`src/rtl/fft_pkg.sv`:
```
// fft_pkg: shared constants, types and helpers for the FFT address path
package fft_pkg;
  localparam int LOG2N  = 8;
  localparam int N      = 1 << LOG2N;
  localparam int RD_LAT = 1;
  localparam int BF_LAT = 3;
  localparam int DLY    = RD_LAT + BF_LAT;
  localparam int SW     = $clog2(LOG2N);
  typedef logic [LOG2N-1:0] addr_t;
  typedef logic [LOG2N-2:0] tw_t;
  typedef logic [SW-1:0]    stage_t;
  typedef enum logic [1:0] {S_IDLE, S_ISSUE, S_DRAIN, S_FINISH} state_e;
  function automatic addr_t bit_reverse(input addr_t a);
    addr_t r;
    for (int i = 0; i < LOG2N; i++) r[i] = a[LOG2N-1-i];
    return r;
  endfunction
endpackage

```
`src/rtl/fft_wb_delay.sv`:
```
// fft_wb_delay: valid/address shift line turning read pairs into write-backs
module fft_wb_delay
  import fft_pkg::*;
#(
  parameter int DEPTH = DLY
) (
  input  logic  clk,
  input  logic  rst_n,
  input  logic  i_valid,
  input  addr_t i_x1,
  input  addr_t i_x2,
  output logic  o_wr_en,
  output addr_t o_wr_x1,
  output addr_t o_wr_x2,
  output logic  o_near_empty
);
  logic [DEPTH-1:0] r_v;
  addr_t            r_x1 [DEPTH];
  addr_t            r_x2 [DEPTH];
  // shift every pending write one slot toward the tail each cycle
  always_ff @(posedge clk) begin
    if (!rst_n) begin
      r_v <= '0;
      for (int i = 0; i < DEPTH; i++) begin
        r_x1[i] <= '0;
        r_x2[i] <= '0;
      end
    end else begin
      r_v     <= {r_v[DEPTH-2:0], i_valid};
      r_x1[0] <= i_x1;
      r_x2[0] <= i_x2;
      for (int i = 1; i < DEPTH; i++) begin
        r_x1[i] <= r_x1[i-1];
        r_x2[i] <= r_x2[i-1];
      end
    end
  end
  assign o_wr_en      = r_v[DEPTH-1];
  assign o_wr_x1      = r_x1[DEPTH-1];
  assign o_wr_x2      = r_x2[DEPTH-1];
  // only the last two slots may still hold writes: the final one leaves on the next edge
  assign o_near_empty = ~|r_v[DEPTH-3:0];
endmodule

```
`src/rtl/fft_addr_gen.sv`:
```
// fft_addr_gen: radix-2 DIT in-place FFT read/twiddle/write-back address sequencer
module fft_addr_gen
  import fft_pkg::*;
(
  input  logic   clk,
  input  logic   rst_n,
  input  logic   i_start,
  output logic   o_busy,
  output logic   o_done,
  output stage_t o_stage,
  output logic   o_rd_en,
  output addr_t  o_rd_x1_addr,
  output addr_t  o_rd_x2_addr,
  output tw_t    o_tw_addr,
  output logic   o_wr_en,
  output addr_t  o_wr_x1_addr,
  output addr_t  o_wr_x2_addr
);
  state_e            r_state, w_state_nx;
  logic [LOG2N-2:0]  r_k;
  stage_t            r_stage;
  logic              w_near_empty, w_settled, w_issue;
  addr_t             w_h, w_grp, w_pos, w_x1, w_x2;
  tw_t               w_tw;
  // state register
  always_ff @(posedge clk) begin
    if (!rst_n) r_state <= S_IDLE;
    else        r_state <= w_state_nx;
  end
  // next-state and butterfly address decode
  always_comb begin
    w_issue    = r_state == S_ISSUE;
    w_settled  = ~o_rd_en & w_near_empty;
    w_state_nx = r_state == S_IDLE  ? (i_start ? S_ISSUE : S_IDLE) :
                 r_state == S_ISSUE ? (&r_k ? S_DRAIN : S_ISSUE) :
                 r_state == S_DRAIN ? (!w_settled ? S_DRAIN :
                                       r_stage == stage_t'(LOG2N-1) ? S_FINISH : S_ISSUE) :
                 S_IDLE;
    w_h   = addr_t'(1) << r_stage;
    w_grp = addr_t'(r_k) >> r_stage;
    w_pos = addr_t'(r_k) & (w_h - addr_t'(1));
    w_x1  = ((w_grp << r_stage) << 1) | w_pos;
    w_x2  = w_x1 + w_h;
    w_tw  = tw_t'(w_pos << (stage_t'(LOG2N-1) - r_stage));
  end
  // butterfly index and stage counters
  always_ff @(posedge clk) begin
    if (!rst_n) begin
      r_k     <= '0;
      r_stage <= '0;
    end else begin
      r_k     <= w_issue ? r_k + 1'b1 : '0;
      r_stage <= r_state == S_IDLE ? '0 :
                 (r_state == S_DRAIN && w_state_nx == S_ISSUE) ? r_stage + 1'b1 : r_stage;
    end
  end
  // registered read-side and status outputs
  always_ff @(posedge clk) begin
    if (!rst_n) begin
      o_busy       <= 1'b0;
      o_done       <= 1'b0;
      o_stage      <= '0;
      o_rd_en      <= 1'b0;
      o_rd_x1_addr <= '0;
      o_rd_x2_addr <= '0;
      o_tw_addr    <= '0;
    end else begin
      o_busy       <= r_state != S_IDLE;
      o_done       <= r_state == S_FINISH;
      o_stage      <= r_state == S_IDLE ? '0 : r_stage;
      o_rd_en      <= w_issue;
      o_rd_x1_addr <= w_issue ? w_x1 : '0;
      o_rd_x2_addr <= w_issue ? w_x2 : '0;
      o_tw_addr    <= w_issue ? w_tw : '0;
    end
  end
  fft_wb_delay #(.DEPTH(DLY)) u_wb (
    .clk          (clk),
    .rst_n        (rst_n),
    .i_valid      (o_rd_en),
    .i_x1         (o_rd_x1_addr),
    .i_x2         (o_rd_x2_addr),
    .o_wr_en      (o_wr_en),
    .o_wr_x1      (o_wr_x1_addr),
    .o_wr_x2      (o_wr_x2_addr),
    .o_near_empty (w_near_empty)
  );
endmodule

```
`config.mk`:
```
export PLATFORM = sky130hd
export DESIGN_NAME = fft_addr_gen
export DESIGN_NICKNAME = d
export VERILOG_FILES = /design/src/rtl/fft_pkg.sv /design/src/rtl/fft_wb_delay.sv /design/src/rtl/fft_addr_gen.sv
export SDC_FILE = /design/constraint.sdc
export NUM_CORES = 1
export LEC_CHECK = 0
export CAP_MARGIN = 20
export CORE_ASPECT_RATIO = 0.8
export CORE_MARGIN = 2
export CORE_UTILIZATION = 45
export DETAILED_ROUTE_END_ITERATION = 6
export GPL_TIMING_DRIVEN = 0
export HOLD_SLACK_MARGIN = 0.1
export PLACE_DENSITY = 0.78
export SYNTH_ARGS = -nofsm -noshare
export SYNTH_HDL_FRONTEND = slang
export SYNTH_SLANG_ARGS = --single-unit
```
`constraint.sdc`:
```
create_clock -name clk -period 8.8 [get_ports clk]
set_clock_uncertainty 0.2 [all_clocks]
set_input_delay 1.76 -clock clk [delete_from_list [all_inputs] [get_ports clk]]
set_output_delay 1.76 -clock clk [all_outputs]
set_load 0.02 [all_outputs]
```
==> results by group <==
Layout
  • Fillers: 750
  • Ratio of cells with drive above 1 in the final layout: 7.569%
  • Layout Nets: 448
  • Multi-input logic area: 1563 um2
  • Area growth syn-to-layout: 20.93%
  • Register area: 2182 um2
  • Layout Utilization: 55.56%
  • N_diodes: 0

Critical path
  • Critical path data arrival time: 1.40 ns
  • Worst r2r path cells: 11
  • WS Path Type: register to output pin
  • Reg-to-Reg Start: r_stage[0]
  • CP max-delay cell: clkdlybuf4s50_1
  • Crit-path max cell delay: 0.62 ns
  • Top delay family on crit path: buffers and inverters
  • Worst setup path endpoint: o_rd_en
  • Reg-to-reg endpoint: o_rd_x2_addr[7]
  • CP Max Fanout: 4
  • R2r setup slk: 5.45 ns
  • Worst-path cell chain: clkdlybuf4s50_1
  • Crit start category: register
  • WP data required: 6.84 ns
  • Worst path bufs/invs: 1
  • Setup crit end kind: output pin
  • Critical path depth: 1
  • Crit path from: o_rd_en

Pwr
  • Sequential Power Share: 60.9%
  • Net Sw Power: 0.2016 mW
  • Static leakage: 1.855 nW
  • Combinational Power Share: 2.5%
  • Clk network pwr share: 36.6%
  • P_int: 0.6161 mW
  • Max VDD drop: 0.00008391 V
  • Power Density: 174.3 nW/um2
  • Switching part of the total: 24.66%

Global route
  • Global Route Usage Sum: 17.40%
  • Initial antenna violation count: 0
  • First-pass GRT wire length: 12.48 mm
  • Overflow after GRT: 0
  • Number of global-route vias before repair: 2564
  • Pin count of the biggest net entering global routing: 22

Clock tree
  • Clk_lat worst skew: 0.38 ns
  • Reg clk slew, reported paths: 0.11 ns
  • Clk sink count: 109
  • Hold_buf cts: 0
  • CTS tree: done
  • Post-CTS resize count: 0
  • Max Root-Sink Buffers: 2
  • Postcts setup bufs: 0
  • Clock Tree Root: clkbuf_8
  • H-tree levels: 3
  • CTS buffer count: 9

Logic synthesis
  • Post-Syn Area: 3880 um2
  • Most common flop cell mapped by yosys: dfxtp_1
  • Gate Count Post-Synth: 373
  • Synth warnings: 0
  • Distinct cell type count after synthesis: 56
  • FF+latch count, synth: 109
  • Syn Area/Cell: 10.40 um2
  • Async SR Flop Fraction: 0%
  • Syn Nets: 390
  • Number of synthesized flops with an enable pin: 0
  • Register area share after synthesis: 56.24%

Hold path
  • Min-Delay Startpoint: u_wb.r_x2[1][4]
  • Worst min path class: register to register

Die
  • Core area: 8446 um2
  • Die width: 107.8 um
  • Die ar.: 9385 um2
  • Rows: 30
  • Die height: 87.05 um
  • Ports: 49
  • Initial Utilization: 45.94%

Run status
  • Status: finished clean

STA
  • Fin crit share: 38.14%
  • Final Max Tran Viols: 0
  • Setup-failing EPs final: 0
  • RSZ-0062 raised after global routing: no
  • Fin. Hold Viols: 0
  • Relative slew margins: 63.23%
  • Final worst slack: 5.443 ns
  • Final min period: 3.357 ns
  • Post-route setup TNS: 0 ns
  • Slew at the pin closest to its max-slew limit: 0.5515 ns
  • Peak Freq: 0.2979 GHz

Detailed routing
  • Total Wirelength: 7.679 mm
  • Drt drc: 0
  • Initial drt markers: 171
  • First-pass iteration count of the detailed router: 4
  • Vias: 2732
  • Routed vias/inst: 4.985
  • Antenna-violating nets left: 0
  • Routed wire per std cell: 14.01 um

Place
  • Post-detail-place hpwl: 5.500 mm
  • Post-Place Worst Slack: 5.456 ns
  • Port bufs: 47
  • RD Place Congestion: 0.9238

Flow run
  • Max-cap violation count: 0
==> through the flow <==
stage          hold WS [ns]  cell area (um2)  std cells  power (mW)
5_1_grt              0.2467             4692        548      0.8482
2_1_floorplan        0.2119             3880        373      0.5214
3_5_place_dp         0.2177             4491        532      0.5297
3_3_place_gp         0.2127             4491        532      0.5290
6_report             0.2338             4692        548      0.8177
4_1_cts              0.2377             4692        548      0.8262
==> how the worst min path moves through the flow <==
stage	depth (start not counted)	slack (ns)	endpoint
finish	1	0.23	u_wb.r_x2[2][4]
global placement	1	0.21	u_wb.r_x2[2][1]
CTS	1	0.24	u_wb.r_x2[2][4]
floorplan	1	0.21	u_wb.r_v[3]
detailed placement	1	0.22	u_wb.r_x2[2][4]
global route	1	0.25	u_wb.r_x1[1][6]
==> logic make-up (layout without fill, tap and decap cells) <==
group	Yosys count	after routing	synth area share (%)
AOI/OAI and AO/OA	47	47	8.837
xor gates and xnor gates	9	9	2.032
adders and majority gates	14	14	4.708
buffers and inverters	32	95	3.483
DFF	109	109	56.24
muxes	4	4	1.096
other	1	1	0.09665
and+or+nand+nor	157	157	23.51
==> cells in the final DEF, fill, tap and decap left out, drive strengths merged, types with 4 or more instances in the layout <==
cell type	synthesis	routed
nand2	14	14
nor2b	5	5
and2	76	76
nor3	8	8
clkbuf	12	21
nand3	8	8
nor2	23	23
nor4	4	4
xnor2	6	6
o21ai	8	8
buf	8	8
inv	12	16
ha	13	13
clkdlybuf4s50	0	47
and3	6	6
dfxtp	109	109
nand2b	6	6
a21oi	8	8
==> per-layer routing <==
layer	track usage [%]	vias to the layer above	routed length, um
li1	-	1358	-
met1	22.98	1293	3637
met2	26.30	71	3424
met3	6.358	10	543
met4	6.294	0	74
met5	0	-	0
==> Yosys cell counts (2+ instances only) <==
cell type  instances  area share, %
buf_4              2           0.39
nor3_1             8            1.0
nand2b_1           6           0.97
and2_1            76             12
and3_1             6           0.97
a31oi_1            3           0.48
o221ai_1           3           0.68
o21ai_1            4           0.52
a21oi_1            8            1.0
a211oi_2           2           0.64
nor2b_1            5           0.81
nand2_1           14            1.4
buf_2              6           0.77
ha_1              13            4.2
nand3_1            7           0.90
xnor2_1            6            1.4
nor4_1             3           0.48
xor2_1             3           0.68
dfxtp_1          109             56
o21a_1             3           0.58
nor2_1            23            2.2
nand3b_1           2           0.39
clkbuf_1          12            1.2
o211ai_1           3           0.58
o21ai_0            4           0.52
mux2i_1            2           0.52
inv_1             11            1.1
==> layout make-up <==
class                      count  share of cell area [%]
clock inverter                 7                   1.653
timing repair buffer          47                   10.03
multi-input combinational    232                   33.31
buffer                        20                   1.920
inverter                      12                  0.9600
sequential                   109                   46.51
clock buffer                   9                   2.640
tap                          112                   2.987
==> registers in the layout, summed over array words and instances, names as in the netlist, 3 cells and up <==
signal,cells
o_rd_x1_addr,8
o_rd_x2_addr,8
o_stage,3
o_tw_addr,7
r_k,7
r_stage,3
u_wb.r_v,4
u_wb.r_x1,32
u_wb.r_x2,32
==> power groups by stage <==
stage	logic [mW]	clock network [mW]	registers, mW
after floorplan	0.0110	0	0.510
after global placement	0.0197	0	0.509
after detailed placement	0.0202	0	0.510
after CTS	0.0203	0.308	0.498
after global routing	0.0226	0.327	0.499
final	0.0202	0.299	0.498
No activity file was read; power rests on OpenSTA's default activity.
==> edit 1, RTL diff (same settings) <==
Register the output `o_wr_x1_addr`; this adds one clock of latency there. The other outputs are not delayed to match.
--- a/src/rtl/fft_addr_gen.sv
+++ b/src/rtl/fft_addr_gen.sv
@@ -16,6 +16,8 @@
   output addr_t  o_wr_x1_addr,
   output addr_t  o_wr_x2_addr
 );
+
+  addr_t o_wr_x1_addr_d;
   state_e            r_state, w_state_nx;
   logic [LOG2N-2:0]  r_k;
   stage_t            r_stage;
@@ -81,9 +83,13 @@
     .i_x1         (o_rd_x1_addr),
     .i_x2         (o_rd_x2_addr),
     .o_wr_en      (o_wr_en),
-    .o_wr_x1      (o_wr_x1_addr),
+    .o_wr_x1      (o_wr_x1_addr_d),
     .o_wr_x2      (o_wr_x2_addr),
     .o_near_empty (w_near_empty)
   );
+  always_ff @(posedge clk) begin
+    o_wr_x1_addr <= o_wr_x1_addr_d;
+  end
+
 endmodule
 
Check against the original RTL: not equivalent (Yosys sat finds a counterexample within 10 cycles, from zero or initial values and one cycle with rst_n low).
==> edit 1 against the original RTL <==
Area after synthesis increased by 4.1%; total power increased by 51%; clock power increased by 130%; via count increased by 2.6%; non-clock buffer count decreased by 1; setup slack got worse by 0.16 ns; routed wire length increased by 7.3%; synthesized cell count increased by 2.1%; final area increased by 12%; count of clock-buffer cells in the layout increased by 10; sequential cell count increased by 8.
==> edit 1: results (changes against the original RTL) <==
| Metric | Value |
|---|---|
| Outcome | finished, final reports clean (unchanged) |
| Largest net degree at the start of global routing | 17 (was 22) |
| Vias per inst | 4.91 (was 4.99) |
| Placed Instance Area | 4650 um2 (was 4490 um2) |
| Mapped Nets | 398 (was 390) |
| WHS | 0.125 ns (was 0.234 ns) |
| Max stage delay on crit path | 0.41 ns (was 0.62 ns) |
| WHS Endpoint | o_wr_x1_addr[1] (was u_wb.r_x2[2][4]) |
| CP Max Fanout | 10 (was 4) |
| Wire per inst | 14.4 um (was 14.0 um) |
| Critical path endpoint category | register (was primary output) |
| Post-Place Setup Slack | 5.36 ns (was 5.46 ns) |
| Synth Area in Compound Gates | 8.86% (was 8.84%) |
| Setup crit start | r_stage[1] (was o_rd_en) |
| Finished Layout Cells | 571 (was 548) |
| Mux cell area share after synthesis | 0.774% (was 1.10%) |
| R2r setup slk | 5.28 ns (was 5.45 ns) |
| Synth top area cells | dfxtp_1 (58%), and2_1 (12%), ha_1 (4.0%) (was dfxtp_1 (56%), and2_1 (12%), ha_1 (4.2%)) |
| Pleak | 2.11 nW (was 1.86 nW) |
| Share of cells above drive strength 1 | 10.9% (was 7.57%) |
| Detailed Place HPWL | 5640 um (was 5500 um) |
| Placed cell count | 540 (was 532) |
| Crit path max-delay family | compound AO/OA/AOI/OAI gates (was buffers and inverters) |
| Synth cell types | 55 (was 56) |
| CTS Buf Count | 17 (was 9) |
| Synth cell count leaders | dfxtp_1 (117), and2_1 (77), nor2_1 (22) (was dfxtp_1 (109), and2_1 (76), nor2_1 (23)) |
| Vias in the first global route | 2665 (was 2564) |
| DRT iter0 DRCs | 161 (was 171) |
| CTS clk-pin slew, worst paths | 0.06 ns (was 0.11 ns) |
| Global-route wire length before repair | 13100 um (was 12500 um) |
edit 1: cell count changes in the layout (fill, tap and decap cells not counted), sizes merged, moves of 2 or more:
cell,change
buf,+4
o211ai,+2
bufinv,+3
clkinv,+2
dfxtp,+8
nand3,+2
o21ai,+2
clkbuf,+5
edit 1: layout make-up:
type	count	area, um2
fill	686	3360
sequential	117	2340
multi-input combinational	233	1560
timing repair buffer	47	470
clock buffer	19	432
clock inverter	12	153
tap	112	140
buffer	19	97.6
inverter	12	45.0
edit 1: report_power, final:
part / switching (mW) / internal (mW) / leakage, nW / total (mW)
Sequential: 0.00222 / 0.533 / 0.943 / 0.535
Clock: 0.239 / 0.437 / 0.289 / 0.676
Combinational: 0.0136 / 0.00704 / 0.876 / 0.0207
Total: 0.255 / 0.977 / 2.11 / 1.23
edit 1: routing by layer:
metal	wire, um	vias up	GRT usage, %
li1	-	1401	-
met1	3640	1290	21.8
met2	3860	91	29.5
met3	556	21	7.00
met4	178	0	9.21
met5	0	-	0
==> edit 2, RTL diff (same flow settings) <==
Without the edit above. Change the package constant `RD_LAT` from 1 to 2.
--- a/src/rtl/fft_pkg.sv
+++ b/src/rtl/fft_pkg.sv
@@ -2,7 +2,7 @@
 package fft_pkg;
   localparam int LOG2N  = 8;
   localparam int N      = 1 << LOG2N;
-  localparam int RD_LAT = 1;
+  localparam int RD_LAT = 2;
   localparam int BF_LAT = 3;
   localparam int DLY    = RD_LAT + BF_LAT;
   localparam int SW     = $clog2(LOG2N);
Check against the original RTL: not equivalent (a bounded check fails within 10 cycles, from zero or initial values and one cycle with rst_n low).
==> edit 2 against the original RTL <==
Highest routed layer unchanged; sequential cell count up 17; total power rose by 58%; final cell count rose by 13%; largest power group is now clock; area after synthesis is 13% higher; final area is 20% higher; sequential power is 15% higher; setup slack improved by 0.0027 ns; combinational power up 8%; routed wire length up 11%; global-route usage rose by 0.52 points; core utilization grew 3.1 points; register-to-register slack gained 0.11 ns; sequential share of layout area is 1.6 points lower.
==> edit 2: results (changes against the original RTL) <==
| Metric | Value |
|---|---|
| Placed cell count | 585 (was 532) |
| Reg2reg start | r_stage[2] (was r_stage[0]) |
| GR Util met1 | 23.0% (about the same) |
| DRT iter0 DRCs | 227 (was 171) |
| CTS Buf Count | 17 (was 9) |
| Comb power | 0.0218 mW (was 0.0202 mW) |
| Vias | 2945 (was 2732) |
| Synth top area cells | dfxtp_1 (57%), and2_1 (14%), ha_1 (3.7%) (was dfxtp_1 (56%), and2_1 (12%), ha_1 (4.2%)) |
| WHS | 0.226 ns (was 0.234 ns) |
| GP Congestion | 0.889 (was 0.924) |
| Clock buf count | 18 (was 9) |
| Global-route wire length before repair | 14400 um (was 12500 um) |
| Met3 wire length | 443 um (was 543 um) |
| Outcome | finished, final reports clean (unchanged) |
| Synth Area in Compound Gates | 6.77% (was 8.84%) |
| ClkCell Share | 10.6% (was 4.29%) |
| Nets | 502 (was 448) |
| Mux cell area share after synthesis | 1.20% (was 1.10%) |
| Sequential Area | 2520 um2 (was 2180 um2) |
| Mapped Nets | 436 (was 390) |
| Relative slew slack | 64.9% (was 63.2%) |
| WHS Endpoint | u_wb.r_x1[0][16] (was u_wb.r_x2[2][4]) |
| Buffering overhead | 12.0% (was 11.9%) |
| Metal2 WL | 4020 um (was 3420 um) |
| Biggest regs | u_wb.r_x1 x40, u_wb.r_x2 x40 (was u_wb.r_x1 x32, u_wb.r_x2 x32) |
| CP Max Fanout | 1 (was 4) |
| CTS clk-pin slew, worst paths | 0.06 ns (was 0.11 ns) |
| Total Wirelength | 8540 um (was 7680 um) |
| Adder-cell share of the synthesized area | 4.15% (was 4.71%) |
| Detailed Place HPWL | 5660 um (was 5500 um) |
| Vias per inst | 4.77 (was 4.99) |
| Multi-input gate area | 1630 um2 (was 1560 um2) |
| Number of fill cells | 775 (was 750) |
| Post-Synthesis Cells | 419 (was 373) |
| Total GRT Usage | 17.9% (was 17.4%) |
| Maximum vdd drop | 105 uV (was 83.9 uV) |
| Switching power | 0.279 mW (was 0.202 mW) |
| XOR/XNOR share of the synthesized area | 1.59% (was 2.03%) |
| Placed Instance Area | 5020 um2 (was 4490 um2) |
| R2r setup slk | 5.56 ns (was 5.45 ns) |
| Latest clock arrival within the worst-skew pair | 0.41 ns (was 0.38 ns) |
| Seq power | 0.575 mW (was 0.498 mW) |
| Met1 WL | 3960 um (was 3640 um) |
| Clk pwr | 0.692 mW (was 0.299 mW) |
| Sequential area share after synthesis | 57.4% (was 56.2%) |
| Met2 Track Usage GR | 28.0% (was 26.3%) |
| Synth cell types | 52 (was 56) |
| Largest net degree at the start of global routing | 17 (was 22) |
| Share of cells above drive strength 1 | 11.8% (was 7.57%) |
-- edit 2: cell count changes after synthesis, sizes merged, moves of 3 or more --
cell	unedited run	this run
and2	76	96
dfxtp	109	126
buf	8	21
nand2	14	9
clkbuf	12	16
nor3	8	4
a31oi	3	6
o211ai	3	0
-- edit 2: worst max path at each step --
| stage | cells after the start | endpoint | slack, ns | startpoint |
|---|---|---|---|---|
| CTS | 2 | o_wr_x2_addr[4] | 5.42 | u_wb.r_x2[0][36] |
| global placement | 5 | o_rd_x1_addr[1] | 5.30 | rst_n |
| floorplan | 5 | o_rd_x2_addr[3] | 5.82 | rst_n |
| detailed placement | 5 | o_rd_x1_addr[1] | 5.28 | rst_n |
| global route | 2 | o_wr_x2_addr[6] | 5.37 | u_wb.r_x2[0][38] |
| finish | 2 | o_wr_x1_addr[2] | 5.45 | u_wb.r_x1[0][34] |
